[src/rtl/vect_post_proc.sv]
// Purpose : CORDIC vectoring post-processing: removes CORDIC gain, restores full-circle angle.
// Latency : 3 cycles (S1 clamp/multiply, S2 round/angle fixup, S3 output register).
// Backpr. : global stall; all stages hold while out_valid && !out_ready, in_ready = en.
//
// Ports:
//   clk, rst                 sole clock, asynchronous active-low reset
//   in_valid / in_ready      input handshake; in_ready depends only on out_valid/out_ready
//   r_raw, angle_raw         signed raw magnitude (gain ~1.64676) and angle in 0.01 deg, [-9000, 9000]
//   in_xneg, in_yneg         quadrant tags from the upstream pre-rotation
//   out_valid / out_ready    output handshake
//   r_out, angle_out         gain-corrected magnitude (>= 0), full-circle angle in (-18000, 18000]
module vect_post_proc #(
  parameter int W    = 16,
  parameter int KINV = 19898
) (
  input  logic                clk,
  input  logic                rst,
  input  logic                in_valid,
  output logic                in_ready,
  input  logic signed [W-1:0] r_raw,
  input  logic signed [W-1:0] angle_raw,
  input  logic                in_xneg,
  input  logic                in_yneg,
  output logic                out_valid,
  input  logic                out_ready,
  output logic signed [W-1:0] r_out,
  output logic signed [W-1:0] angle_out
);

  localparam logic [2*W-1:0]  KINV_X    = (2*W)'(KINV);
  localparam logic [2*W-1:0]  RND_HALF  = (2*W)'(16384);
  localparam logic signed [W:0] HALF_TURN = (W+1)'(18000);

  // Stage 1: clamped magnitude, raw angle, tags
  logic                v1_q;
  logic signed [W-1:0] r1_q, r1_d;
  logic signed [W-1:0] a1_q;
  logic                xn1_q, yn1_q;

  // Stage 2: rounded magnitude, fixed-up angle
  logic                v2_q;
  logic signed [W-1:0] r2_q, r2_d;
  logic signed [W-1:0] a2_q, a2_d;

  // Stage 3: output register
  logic                v3_q;
  logic signed [W-1:0] r3_q;
  logic signed [W-1:0] a3_q;

  logic                en;
  logic [2*W-1:0]      p;
  logic signed [W:0]   a_ext;
  logic signed [W:0]   a_fix;

  // Stall only when the output holds a sample nobody takes; empty slots always fill.
  assign en       = !(v3_q && !out_ready);
  assign in_ready = en;

  assign out_valid = v3_q;
  assign r_out     = r3_q;
  assign angle_out = a3_q;

  always_comb begin
    r1_d  = r_raw[W-1] ? '0 : r_raw;

    // r1_q is non-negative after the clamp, so an unsigned product is exact.
    p     = (2*W)'(r1_q) * KINV_X;
    r2_d  = W'((p + RND_HALF) >> 15);

    a_ext = (W+1)'(a1_q);
    a_fix = a_ext;
    if (xn1_q && !yn1_q) begin
      // Includes x<0, y=0: angle 0 becomes +18000, never -18000.
      a_fix = a_ext + HALF_TURN;
    end else if (xn1_q && yn1_q) begin
      a_fix = a_ext - HALF_TURN;
    end
    // A zero vector has no meaningful direction; report angle 0.
    a2_d  = (r1_q == '0) ? '0 : W'(a_fix);
  end

  always_ff @(posedge clk or negedge rst) begin
    if (!rst) begin
      v1_q  <= 1'b0;
      r1_q  <= '0;
      a1_q  <= '0;
      xn1_q <= 1'b0;
      yn1_q <= 1'b0;
      v2_q  <= 1'b0;
      r2_q  <= '0;
      a2_q  <= '0;
      v3_q  <= 1'b0;
      r3_q  <= '0;
      a3_q  <= '0;
    end else if (en) begin
      v1_q  <= in_valid;
      r1_q  <= r1_d;
      a1_q  <= angle_raw;
      xn1_q <= in_xneg;
      yn1_q <= in_yneg;
      v2_q  <= v1_q;
      r2_q  <= r2_d;
      a2_q  <= a2_d;
      v3_q  <= v2_q;
      r3_q  <= r2_q;
      a3_q  <= a2_q;
    end
  end

endmodule

[config.mk]
export PLATFORM = sky130hd
export DESIGN_NAME = vect_post_proc
export DESIGN_NICKNAME = d
export VERILOG_FILES = /design/src/rtl/vect_post_proc.sv
export SDC_FILE = /design/constraint.sdc
export NUM_CORES = 1
export LEC_CHECK = 0
export ABC_AREA = 1
export CELL_PAD_IN_SITES_DETAIL_PLACEMENT = 0
export CELL_PAD_IN_SITES_GLOBAL_PLACEMENT = 2
export CORE_ASPECT_RATIO = 0.8
export CORE_MARGIN = 3
export CORE_UTILIZATION = 36
export DETAILED_ROUTE_END_ITERATION = 7
export GPL_TIMING_DRIVEN = 0
export PLACE_DENSITY_LB_ADDON = 0.1
export SYNTH_ARGS = -nofsm -noshare
export SYNTH_HDL_FRONTEND = slang
export SYNTH_SLANG_ARGS = --single-unit
[constraint.sdc]
create_clock -name clk -period 6.64 [get_ports clk]
set_input_delay 1.328 -clock clk [delete_from_list [all_inputs] [get_ports clk]]
set_output_delay 1.328 -clock clk [all_outputs]
set_load 0.05 [all_outputs]
After elaboration in Yosys (flattened, before gate mapping) --
Index checks and enable logic that the tools add are counted.
Word-level totals: flip-flop bits (word level) 101, latch bits 0, RAM bits 0, ROM bits 0, bits of input ports 38, output and inout port bits 34, word-level logic and storage cells 26, memories 0
Cells by class: add/subtract/negate cells 3, multipliers 1, div/mod/pow operators 0, order comparisons 0, eq/ne operators 0, shift-type cells 0, muxes and demuxes 4, bitwise operators 0, reductions and logical operators 7
Operators by type and width (count):
- 2-to-1 mux 16 bit | 3
- multiplier 32 x 14 -> 30 bit (second input constant) | 1
- adder 31 x 15 -> 31 bit (second input constant) | 1
- adder 16 bit (second input constant) | 1
- logical NOT 16 bit | 1
- subtractor 16 bit (second input constant) | 1
- 2-to-1 mux 15 bit | 1
- logical AND 1 bit | 3
- logical NOT 1 bit | 3

Logic depth before layout (Yosys ltp) --
Gate-level depths: netlist (run 1).
word-level depth 4, gate-level depth with buffers 30

Worst setup path before layout (run 1) --
OpenSTA, ideal clock, no wires.
path kind register -> register, start point register r1_q[9], end point register r2_q[15], library setup time 117 ps, data arrival time 5289 ps, path slack 1233 ps, cell stages (with the launch flop) 30, path buffers 0, cell sequence dfrtp_1 > inv_1 > fa_1 > inv_1 > ha_1 > inv_1 > fa_1 > inv_1 > fa_1 > fa_1 > inv_1 > fa_1 > inv_1 > ha_1 > nand2_2 > nor2_2 > inv_2 > nor2_1 > nand2_1 > nand3_1 > nand2_1 > nand2_2 > ha_1 > inv_1 > nor2_2 > nand3_4 > nor2_8 > nand4_1 > nand3_1 > nand2_1
On the way: cells in the longest elaborated chain, start to end 2
RTL lines:
- start, declared | line 36 | logic signed [W-1:0] r1_q, r1_d;
- start signal, assigned | line 97 | r1_q <= r1_d;
- multiplier 32 x 14 -> 30 bit | line 67 | p = (2*W)'(r1_q) * KINV_X;
- adder 31 x 15 -> 31 bit | line 68 | r2_d = W'((p + RND_HALF) >> 15);
- end signal, assigned | line 102 | r2_q <= r2_d;
- end, declared | line 42 | logic signed [W-1:0] r2_q, r2_d;
Every way passes these cells. A chain may end at the register's enable or synchronous reset.

Final worst setup path (run 1) --
start point register r1_q[7], end point register r2_q[15]
The elaborated chain is that of the path after synthesis.

==> metrics.csv, run 1 <==
stage,metric,value,unit
detailed_routing,topRoutingLayerUsed,met4,
timing,skew,8.320,ps
timing,timing.fmax,163.1,MHz
floorplan,row_count,53,
setup_path,critPathRequiredTime,6880,ps
timing,rsz0062_at_grt,no,
setup_path,critPathMostFrequentCell,inv_1,
placement,placed_cells,1655,
floorplan,core-area,26390,µm²
setup_path,slowest_stage,fa_1,
logic_synthesis,syn_area,9684,µm²
layout,final_util,42.57,%
timing,setup_viol,0,
logic_synthesis,synth_enable_flop_cells,0,
timing,fin_tns_setup,0,ps
timing,min_period,6132,ps
setup_path,crit_path_max_fanout,9,
setup_path,critical-path-max-stage-delay,570,ps
floorplan,die_y,152.7,µm
clocking,clkLatencyLatePin,350,ps
logic_synthesis,avgSynthCellArea,7.899,µm²
clocking,cts_made_buffers,9,
setup_path,end_kind,register,
timing,tightest_slew,795.1,ps
layout,regArea,2510,µm²
floorplan,dieArea,28920,µm²
logic_synthesis,async_flop_share,100.0,%
clocking,clockRootBuffer,clkbuf_16,
global_route,grt_max_degree,60,
layout,final_common_cell,nand2_1,
placement,hpwl,21.73,mm
logic_synthesis,synth-seq-cells,100,
global_route,grt.overflow.total,0,
detailed_routing,drtAntennaViolNets,0,
detailed_routing,viasPerCell,4.498,
layout,drive_gt1_share,4.701,%
global_route,grt_pass1_vias,7633,
timing,drv_slew,0,
layout,finalNonFillerCells,1676,
floorplan,initial_utilization,36.69,%
layout,diodes,0,
detailed_routing,drcViolationCount,0,
timing,slew_headroom,46.80,%
placement,place_congestion,0.8254,
clocking,ctsHoldBuffers,0,
hold_path,hold_start,v2_q,
outcome,status,"complete, no violations",
clocking,clkSinkCount,100,
global_route,grt_pass1_wl,41.93,mm
detailed_routing,routed-wl-met3,840,µm
detailed_routing,m1WireLength,14.23,mm
timing,period_share,92.34,%
detailed_routing,drt_iter0_markers,327,
logic_synthesis,synth_cells,1226,
global_route,grt_util_all_layers,18.46,%
detailed_routing,wl_per_cell,15.28,µm
logic_synthesis,seq_area_frac_synth,25.84,%
clocking,clock_path_buffers,2,
logic_synthesis,ys_warn_count,0,
layout,final_cell_mix,"nand2_1 (310), inv_1 (287), ha_1 (123), dfrtp_1 (94), fa_1 (82)",
detailed_routing,dr.pass1.iters,5,
layout,nFillCells,2795,
clocking,path_clk_slew,70,ps
timing,hold_violations,0,
run,maxCapViolCount,0,
timing,fin_hold_ws,452.2,ps
setup_path,crit_type,register to register,
hold_path,holdCritPathClass,register to register,
floorplan,io_pins,72,
logic_synthesis,syn-num-nets,1469,
layout,final_net_count,1557,
floorplan,die_w,189.4,µm
detailed_routing,vias,7538,
setup_path,worstReg2RegStart,r1_q[7],
setup_path,startpoint_type,register,
setup_path,crit_arrival,6370,ps
logic_synthesis,synthFlopType,dfrtp_1,
clocking,cts_max_level,3,
logic_synthesis,ys_types,36,
detailed_routing,finalWirelength,25.61,mm
clocking,cts_tree,built,
layout,area_growth,16.02,%
setup_path,crit_start,r1_q[7],
placement,port_buffers,71,
layout,multi_input_area,5983,µm²
global_route,antenna_found_initial,0,
detailed_routing,met2_length,10.30,mm
[through the flow]
| step | setup slack, ps | cell area (µm²) |
|---|---|---|
| after floorplan | 1233 | 9684 |
| after global placement | 247.9 | 10840 |
| after detailed placement | 345.8 | 10870 |
| after CTS | 299.3 | 11180 |
| after global routing | 21.49 | 11240 |
| final | 508.5 | 11240 |
[routing by layer]
metal | vias to the layer above | global-route usage [%]
met5 | - | 0
met3 | 12 | 2.737
li1 | 3924 | -
met4 | 0 | 3.096
met1 | 3505 | 30.00
met2 | 97 | 25.95
[registers in the layout, summed over array words and instances, names as in the netlist]
register and flops:
a1_q 16, r1_q 15, r2_q 16, xn1_q 1
v2_q 1, a2_q 16, angle_out 16, r_out 16
yn1_q 1, out_valid 1, v1_q 1
[repair_timing]
action,CTS,global route
setup endpoints to repair,0,5
buffers inserted,0,5
gates resized for setup,0,8
[critical path, delay by kind of cell, from the launching register on]
family	cells	cell delay, ps
flops	1	470
fa+ha+maj	8	3420
simple gates	13	1540
buf+inv	8	600
[cell families after synthesis]
kind of cell,after synthesis,share of synthesized area (%)
compound gates,119,6.641
simple gates,470,20.93
buf+inv,319,12.38
fa+ha+maj,205,32.84
xor+xnor,13,1.370
flops,100,25.84
[cell usage after synthesis, drive strengths merged (14+ instances only)]
library cell / count / area (µm²)
a21oi: 23 / 115.1
ha: 123 / 1539
nand2: 317 / 1207
inv: 296 / 1111
nand4: 16 / 100.1
dfrtp: 100 / 2502
o21ai: 70 / 350.3
nand3: 66 / 357.9
fa: 82 / 1642
nor2: 58 / 281.5
o22ai: 14 / 87.58
clkbuf: 19 / 71.32
[final timing paths]
path                       cells after the start   endpoint  slack (ps)
min reg2reg                                    2  out_valid         450
max reg2reg                                   29   r2_q[15]         510
max                                           29   r2_q[15]         510
min                                            2  out_valid         450
max in group asynchronous                      2      yn1_q        4970
min in group asynchronous                      1    r1_q[3]         960
[layout make-up]
cell class                      instances  share of cell area (%)
Tap cell                              357                   3.975
Multi-Input combinational cell        807                   53.25
Clock inverter                          5                  0.7461
Buffer                                 21                  0.7127
Timing Repair Buffer                   77                   6.882
Clock buffer                           11                   2.071
Sequential cell                       100                   22.34
Inverter                              298                   10.02
Power of run 1 is not shown: default switching activity piles up to over one toggle a cycle in this logic, so the estimate is an artifact.
==> run 2, diff against run 1 <==
- CORE_UTILIZATION: 36 -> 33
- CTS_BUF_LIST: unset -> sky130_fd_sc_hd__clkbuf_4 sky130_fd_sc_hd__clkbuf_8
- CTS_CLUSTER_SIZE: unset -> 12
- clock period: 6.64 -> 4.95 ns (I/O delays scaled with it)
==> metrics.csv, run 2 (synthesized netlist as in run 1, its figures left out) <==
stage,metric,value,unit,change
setup_path,r2r_setup_slack,-570,ps,-1080 ps
detailed_routing,vias,7743,,+2.7%
global_route,grt_pass1_wl,44.36,mm,+5.8%
placement,port_buffers,71,,unchanged
setup_path,crit_arrival,5800,ps,-570 ps
placement,place_congestion,0.8567,,+3.8%
layout,area_growth,23.27,%,
placement,hpwl,22.56,mm,+3.8%
global_route,grtUsageMet3,2.877,%,+0.14 points
timing,fin_ws,-567.7,ps,-1076 ps
detailed_routing,drcViolationCount,0,,unchanged
timing,fin_hold_ws,471.0,ps,+18.86 ps
timing,fin_tns_setup,-7385,ps,-7385 ps
global_route,grt_pass1_vias,8082,,+5.9%
outcome,status,"finished, violations left",,
clocking,cts_made_buffers,9,,unchanged
setup_path,r2r_cells,27,,-6.9%
setup_path,r2r_end,r2_q[12],,
hold_path,holdCritPathClass,register to register,,
timing,setup_viol,16,,+16
timing,drv_slew,0,,unchanged
setup_path,cp_top_family,adder cells,,
layout,drive_gt1_share,15.75,%,+11 points
setup_path,worstReg2RegStart,r1_q[7],,
detailed_routing,wl_per_cell,15.65,µm,+2.4%
detailed_routing,drt_iter0_markers,345,,+5.5%
setup_path,critPathRequiredTime,5230,ps,-1650 ps
detailed_routing,finalWirelength,26.95,mm,+5.2%
global_route,grt.overflow.total,0,,unchanged
layout,regArea,2519,µm²,+0.35%
timing,min_period,5518,ps,-613.8 ps
timing,skew,14.59,ps,+6.271 ps
global_route,busiest_layer,met1,,
floorplan,dieArea,31450,µm²,+8.8%
timing,hold_violations,0,,unchanged
layout,multi_input_area,6462,µm²,+8.0%
timing,rsz0062_at_grt,yes,,
layout,final_cell_mix,"nand2_1 (275), inv_1 (261), ha_1 (108), dfrtp_1 (87), fa_1 (80)",,
detailed_routing,drtAntennaViolNets,0,,unchanged
hold_path,hold_start,v2_q,,
detailed_routing,dr.pass1.iters,6,,+1
floorplan,io_pins,72,,unchanged
layout,final_common_cell,nand2_1,,
global_route,grt_util_all_layers,17.82,%,-0.64 points
floorplan,row_count,55,,+3.8%
setup_path,end_kind,register,,
global_route,antenna_found_initial,0,,unchanged
floorplan,die_y,159.2,µm,+4.3%
hold_path,hold_depth,2,,unchanged
floorplan,die_w,197.5,µm,+4.3%
setup_path,startpoint_type,register,,
clocking,path_clk_slew,100,ps,+30 ps
hold_path,hold_end,out_valid,,
setup_path,slowest_stage,fa_1,,
clocking,clkLatencyLatePin,380,ps,+30 ps
floorplan,core-area,28560,µm²,+8.2%
global_route,grt_max_degree,66,,+10%
clocking,cts_tree,built,,
clocking,cts_max_level,3,,unchanged
clocking,clkSinkCount,100,,unchanged
timing,timing.fmax,181.2,MHz,+11%
clocking,clock_path_buffers,2,,unchanged
setup_path,crit_path_max_fanout,5,,-4
outcome,violations,negative setup slack,,
run,maxCapViolCount,0,,unchanged
placement,place_area,11010,µm²,+1.4%
timing,tightest_slew,756.2,ps,-38.83 ps
layout,final_area,11940,µm²,+6.2%
clocking,ctsHoldBuffers,0,,unchanged
floorplan,initial_utilization,33.91,%,-2.8 points
setup_path,crit_type,register to register,,
layout,diodes,0,,unchanged
global_route,grtUsageMet1,28.44,%,-1.6 points
layout,nFillCells,2974,,+6.4%
setup_path,path_buf_inv,9,,+1
global_route,grt_use_met2,25.47,%,-0.47 points
timing,slew_headroom,49.40,%,+2.6 points
setup_path,critPathMostFrequentCell,inv_2,,
layout,final_net_count,1591,,+2.2%
setup_path,critical-path-max-stage-delay,570,ps,about the same
detailed_routing,viasPerCell,4.497,,about the same
clocking,clockRootBuffer,clkbuf_8,,
timing,period_share,111.5,%,+19 points
-- run 2: timing repair --
item                                    4_1_cts  5_1_grt
hold endpoints to repair                      0        0
endpoints found under the setup margin       16       16
pin swaps                                    28       51
resized for setup                            45       74
buffers inserted                             22       15
gates cloned                                  2        0
-- run 2: worst max path at each step --
stage / startpoint / end / cells after the start
floorplan: r1_q[7] / r2_q[13] / 29
global placement: rst / r2_q[13] / 1
detailed placement: r1_q[7] / r2_q[12] / 28
CTS: r1_q[7] / r2_q[12] / 27
global route: r1_q[8] / r2_q[12] / 28
finish: r1_q[7] / r2_q[12] / 27
-- run 2: worst min-delay path, cell delays in order, from the launching register on --
cell and delay [ps]:
dfrtp_1 340, inv_1 50, nand2_1 60
-- run 2: per-stage QoR --
step           setup slack [ps]  util [%]  cells
3_3_place_gp              -1174     38.48   1667
6_report                 -567.7     41.80   1722
3_5_place_dp              -1009     38.57   1668
5_1_grt                  -871.3     41.80   1722
2_1_floorplan            -169.6         -   1226
4_1_cts                  -680.6     40.52   1707
-- run 2: layout make-up --
type                    instances  share of cell area (%)
inverters                     298                   9.569
repair buffers                109                   8.836
clock inverters                 5                  0.7127
multi-input cells             809                   54.13
plain buffers                  21                  0.6708
clock buffers                  10                   1.101
well taps                     370                   3.878
flip-flops and latches        100                   21.10
-- run 2: per-layer routing --
layer / share of wire [%] / up-vias / wire [µm]
met5: 0 / - / 0
li1: - / 4001 / -
met4: 1.2 / 0 / 315
met1: 55 / 3644 / 14810
met3: 3.2 / 18 / 866
met2: 41 / 80 / 10960
Power of run 2 is left out for the same reason.
